File: src/rtl/mem_stage.sv
// Memory-access pipeline stage: registers execute results, runs one valid/ack
// data-memory transaction at a time, and aligns/extends load data for write-back.
module mem_stage #(
  parameter int TIMEOUT = 16
) (
  input  logic        clk,
  input  logic        rst_n,
  input  logic        rd_write_enable,
  input  logic [4:0]  rd_write_addr,
  input  logic [1:0]  res_src,
  input  logic        mem_write_enable,
  input  logic [2:0]  mem_width,
  input  logic [31:0] exec_out,
  input  logic [31:0] mem_write_data,
  input  logic [31:0] next_pc,
  output logic [31:0] mem_forward,
  output logic        stall,
  output logic        dmem_req,
  output logic        dmem_we,
  output logic [31:0] dmem_addr,
  output logic [31:0] dmem_wdata,
  output logic [3:0]  dmem_wstrb,
  input  logic        dmem_ack,
  input  logic [31:0] dmem_rdata,
  output logic        rd_write_enable_out,
  output logic [4:0]  rd_write_addr_out,
  output logic [31:0] wb_data_out,
  output logic        misaligned_out,
  output logic        bus_error_out
);

  localparam int CW = $clog2(TIMEOUT + 1);
  localparam logic [CW-1:0] TMAX = CW'(TIMEOUT);

  typedef enum logic {IDLE, WAIT} state_t;

  state_t        state_q;
  logic [CW-1:0] waitCnt_q;
  logic          rdWe_q;
  logic [4:0]    rdAddr_q;
  logic [31:0]   wbData_q;
  logic          misaligned_q;
  logic          busError_q;

  logic        access;
  logic        misaligned;
  logic        misFault;
  logic        memAccess;
  logic        inWait;
  logic        timedOut;
  logic [3:0]  wstrb;
  logic [31:0] wdata;
  logic [31:0] shifted;
  logic [31:0] loadData;
  logic [31:0] wbSel;

  assign access    = (res_src == 2'b01) | mem_write_enable;
  assign misFault  = access & misaligned;
  assign memAccess = access & ~misaligned;

  always_comb begin
    misaligned = 1'b0;
    case (mem_width[1:0])
      2'b01:   misaligned = exec_out[0];
      2'b10:   misaligned = (exec_out[1:0] != 2'b00);
      default: misaligned = 1'b0;
    endcase
  end

  always_comb begin
    wstrb = 4'b0000;
    wdata = mem_write_data;
    case (mem_width[1:0])
      2'b00: begin
        wstrb = 4'b0001 << exec_out[1:0];
        wdata = {4{mem_write_data[7:0]}};
      end
      2'b01: begin
        wstrb = exec_out[1] ? 4'b1100 : 4'b0011;
        wdata = {2{mem_write_data[15:0]}};
      end
      default: wstrb = 4'b1111;
    endcase
    if (!mem_write_enable) wstrb = 4'b0000;
  end

  // Bring the addressed byte/half down to bit 0 before extending.
  assign shifted = dmem_rdata >> {exec_out[1:0], 3'b000};

  always_comb begin
    loadData = dmem_rdata;
    case (mem_width)
      3'b000:  loadData = {{24{shifted[7]}}, shifted[7:0]};
      3'b001:  loadData = {{16{shifted[15]}}, shifted[15:0]};
      3'b100:  loadData = {24'b0, shifted[7:0]};
      3'b101:  loadData = {16'b0, shifted[15:0]};
      default: loadData = dmem_rdata;
    endcase
  end

  always_comb begin
    wbSel = 32'b0;
    case (res_src)
      2'b00:   wbSel = exec_out;
      2'b01:   wbSel = loadData;
      2'b10:   wbSel = next_pc;
      default: wbSel = 32'b0;
    endcase
  end

  assign inWait   = (state_q == WAIT);
  assign timedOut = inWait & (waitCnt_q == TMAX);

  // A timed-out access drops req and retires even if a stray ack shows up.
  assign dmem_req = rst_n & (inWait ? ~timedOut : memAccess);
  assign stall    = inWait ? (~dmem_ack & ~timedOut) : (memAccess & ~dmem_ack);

  assign mem_forward = exec_out;
  assign dmem_we     = mem_write_enable;
  assign dmem_addr   = {exec_out[31:2], 2'b00};
  assign dmem_wdata  = wdata;
  assign dmem_wstrb  = wstrb;

  assign rd_write_enable_out = rdWe_q;
  assign rd_write_addr_out   = rdAddr_q;
  assign wb_data_out         = wbData_q;
  assign misaligned_out      = misaligned_q;
  assign bus_error_out       = busError_q;

  always_ff @(posedge clk or negedge rst_n) begin
    if (!rst_n) begin
      state_q      <= IDLE;
      waitCnt_q    <= '0;
      rdWe_q       <= 1'b0;
      rdAddr_q     <= 5'b0;
      wbData_q     <= 32'b0;
      misaligned_q <= 1'b0;
      busError_q   <= 1'b0;
    end else begin
      unique case (state_q)
        IDLE: begin
          if (memAccess && !dmem_ack) begin
            state_q   <= WAIT;
            waitCnt_q <= CW'(1);
          end
        end
        WAIT: begin
          if (dmem_ack || timedOut) begin
            state_q   <= IDLE;
            waitCnt_q <= '0;
          end else begin
            waitCnt_q <= waitCnt_q + 1'b1;
          end
        end
      endcase

      if (stall) begin
        rdWe_q       <= 1'b0;
        misaligned_q <= 1'b0;
        busError_q   <= 1'b0;
      end else begin
        rdWe_q       <= rd_write_enable & ~misFault & ~timedOut;
        rdAddr_q     <= rd_write_addr;
        wbData_q     <= wbSel;
        misaligned_q <= misFault;
        busError_q   <= timedOut;
      end
    end
  end

endmodule

File: config.mk
export PLATFORM = sky130hd
export DESIGN_NAME = mem_stage
export DESIGN_NICKNAME = d
export VERILOG_FILES = /design/src/rtl/mem_stage.sv
export SDC_FILE = /design/constraint.sdc
export NUM_CORES = 1
export LEC_CHECK = 0
export CAP_MARGIN = 0
export CORE_MARGIN = 4
export CORE_UTILIZATION = 36
export DETAILED_ROUTE_END_ITERATION = 16
export HOLD_SLACK_MARGIN = 0.15
export PLACE_DENSITY = 0.82
export RECOVER_POWER = 100
export SLEW_MARGIN = 0
export SYNTH_ARGS = -nofsm -noshare
export SYNTH_HDL_FRONTEND = slang
export SYNTH_SLANG_ARGS = --single-unit
export TNS_END_PERCENT = 1
File: constraint.sdc
create_clock -name clk -period 2.9 [get_ports clk]
set_input_delay 0.725 -clock clk [delete_from_list [all_inputs] [get_ports clk]]
set_output_delay 0.725 -clock clk [all_outputs]
set_load 0.01 [all_outputs]
==> run_results.csv <==
group,metric,value,unit
outcome,status,"complete, no violations",
run,drv_cap,0,
timing,finalMaxSlewViolations,0,
timing,fmaxAchievable,0.349,GHz
synthesis,async_flop_share,100,%
die,fp-row-count,39,
synthesis,synth_largest_area_cell,"dfrtp_1",
synthesis,synth-compound-area-share,26.0,%
synthesis,synth_edf_count,0,
min_path,hold_depth,1,
routing,ant_nets,0,
cts,cts_tree,"yes",
routing,totalWireLength,17200,um
global_route,overflow,0,
global_route,grt_pass1_vias,4794,
cts,cts_buffers,5,
die,core-area,11400,um^2
synthesis,synth_common_cells,"buf_4 (77), mux2i_1 (47), nand2_1 (47)",
critical_path,cp_max_fo,3,
routing,via_per_inst,5.50,
finish,fin_util,61.0,%
min_path,whs_endpoint,"rd_write_addr_out[4]$_DFFE_PN0N_",
finish,final_area,6940,um^2
timing,fin_ws,0.0339,ns
pwr,power.leakage,0.00312,uW
synthesis,syn_avg_cell_area,8.89,um^2
die,dieArea,13300,um^2
timing,tightest_slew,1.16,ns
critical_path,r2r_start,"waitCnt_q[0]$_DFFE_PN0P_",
routing,drc,0,
critical_path,start_kind,"input pin",
cts,cts_hold_buf,0,
place,dpl_worst_slack,-0.722,ns
synthesis,ys.flop_type,"dfrtp_1",
synthesis,yosysSeqAreaShare,27.7,%
timing,setup_viol,0,
global_route,grt_usage,24.7,%
finish,finalNetCount,840,
die,die_w,116,um
finish,seq_area,1150,um^2
place,hpwl,13900,um
timing,hold_viol,0,
timing,skew,0.00935,ns
synthesis,yosys-mux-area-fraction,13.6,%
timing,fin_crit,2.87,ns
synthesis,synth_xor_area_share,0.421,%
global_route,grt_max_degree,59,
die,start_util,36.6,%
synthesis,synth_area_leaders,"dfrtp_1 (28%), buf_4 (14%), mux2i_1 (11%), a22o_1 (8.4%), nand2_1 (4.2%)",
critical_path,cp-end-kind,"output pin",
finish,fillers,1004,
die,die_h,116,um
place,place_congestion,0.872,
global_route,antenna_found_initial,2,
finish,multiInputGateArea,2270,um^2
synthesis,synthAdderAreaFrac,1.50,%
place,dpl_cell_area,6710,um^2
critical_path,r2r_end,"rd_write_addr_out[1]$_DFFE_PN0N_",
pwr,power,2470,uW
cts,cts-root-buf,"clkbuf_16",
timing,post-route-period-util,98.8,%
synthesis,synth_top_family_by_area,"compound AO/OA/AOI/OAI gates",
routing,route.vias.total,4608,
synthesis,synth_top_area_share,27.7,%
place,placement.io_buffers,283,
synthesis,ys_seq_elements,46,
synthesis,synthCells,468,
cts,h-tree-depth,2,
routing,drt_iter0_markers,227,
timing,slew_headroom,22.7,%
critical_path,reg2reg_depth,6,
finish,areaGrowthSynthToFinish,66.6,%
cts,clk_pin_slew_worst_paths,0.06,ns
critical_path,cpLargestDelayFamily,"simple AND/OR/NAND/NOR gates",
timing,holdWs,0.500,ns
pwr,ir_drop,0.000242,V
die,io-pin-count,286,
synthesis,synth-simple-area-share,12.1,%
min_path,min_from,"rd_write_addr_out[4]$_DFFE_PN0N_",
critical_path,slowest_delay,0.27,ns
synthesis,synthesis.area,4160,um^2
cts,clock-sinks,46,
finish,drive_above_1_share,12.8,%
critical_path,cp.required,2.17,ns
min_path,hp-class,"reg2reg",
cts,clock_latency,0.29,ns
critical_path,worst-path-buf-inv,3,
pwr,pwr_density_cell,357,nW/um^2
critical_path,cp_slowest_cell,"or2_4",
critical_path,criticalPathCategory,"in2out",
critical_path,crit_arrival,2.14,ns
synthesis,synth.distinct_cells,52,
critical_path,timing.reg2reg.setup_slack,0.92,ns
critical_path,crit_chain,"dlygate4sd2_1, inv_2, ha_4, and3_1, or2_4, nor2_4, o211a_1, buf_2",
global_route,grt_pass1_wl,25700,um
cts,cts_buffer_depth,2,
routing,drtPass1Iterations,5,
synthesis,yosysMostFrequentCell,"buf_4",
synthesis,ys_warn_count,0,
routing,wl_per_cell,20.5,um
worst reg2reg max path, cell delays in order, from the launching register on:
cell	delay (ns)
dfrtp_1	0.37
inv_1	0.08
ha_1	0.24
a41oi_2	0.18
o21a_4	0.19
buf_4	0.40
mux2_2	0.39
area by class of cell:
class                           count  share of cell area (%)
Tap cell                          143                    2.58
Multi-Input combinational cell    304                    32.7
Inverter                           11                   0.595
Sequential cell                    46                    16.6
Clock buffer                        5                    1.80
Clock inverter                      3                   0.631
Antenna cell                        2                  0.0722
Timing Repair Buffer              324                    45.0
worst max-delay path by stage:
stage,from,to,slack (ns),depth (start not counted)
2_1_floorplan,mem_width[1],dmem_wdata[21],0.06,8
3_3_place_gp,mem_width[0],stall,-0.69,8
3_5_place_dp,mem_width[0],stall,-0.72,8
4_1_cts,mem_width[0],dmem_wdata[31],0.007,10
5_1_grt,mem_width[1],dmem_req,-0.007,8
6_report,mem_width[1],dmem_req,0.03,8
flip-flops by register name, summed over array words and instances, names as in the netlist:
register	count
bus_error_out	1
inWait	1
misaligned_out	1
rd_write_addr_out	5
rd_write_enable_out	1
waitCnt_q	5
wb_data_out	32
repair_timing:
item,in CTS,in global routing
setup endpoints to repair,36,28
gates resized for setup,80,19
buffers inserted,7,0
cloned,1,0
pin swaps,3,2
metrics by stage:
stage / cells / TNS, ns
6_report: 838 / 0
5_1_grt: 838 / -0.00669
4_1_cts: 836 / 0
3_5_place_dp: 820 / -21.49
3_3_place_gp: 820 / -18.96
2_1_floorplan: 469 / 0
cell usage in the layout (no fill, tap or decap), drive strengths merged, types with 14 or more instances in the layout:
| master | netlist | final |
|---|---|---|
| dlygate4sd3 | 0 | 40 |
| clkdlybuf4s50 | 0 | 206 |
| o211ai | 17 | 17 |
| a22o | 40 | 40 |
| o21ai | 14 | 14 |
| buf | 96 | 57 |
| nand2 | 47 | 47 |
| nand3 | 27 | 27 |
| o221ai | 14 | 14 |
| mux2i | 49 | 49 |
| nor2 | 18 | 18 |
| dfrtp | 46 | 46 |
kinds of logic (layout without fill, tap and decap cells):
logic type                 count (synthesis)  in the layout
other                                      1              4
muxes                                     55             55
buffers and inverters                    119            343
adders and majority gates                  5              5
xor gates and xnor gates                   2              2
AOI/OAI and AO/OA                        134            134
and+or+nand+nor                          106            106
DFF                                       46             46
report_power, final:
| part | total [uW] | internal, uW | switching [uW] | leakage (uW) |
|---|---|---|---|---|
| clock | 657 | 408 | 249 | 0.0000842 |
| combinational | 1060 | 588 | 474 | 0.00244 |
| sequential | 755 | 712 | 43.1 | 0.000597 |
routing by layer:
layer	GRT usage (%)	routed length [um]	vias to the layer above
met1	27.4	6000	2180
met2	45.6	8930	275
met3	7.00	1730	36
li1	-	-	2117
met4	7.51	497	0
met5	0	0	-
Power figures use the tool's default switching activity.
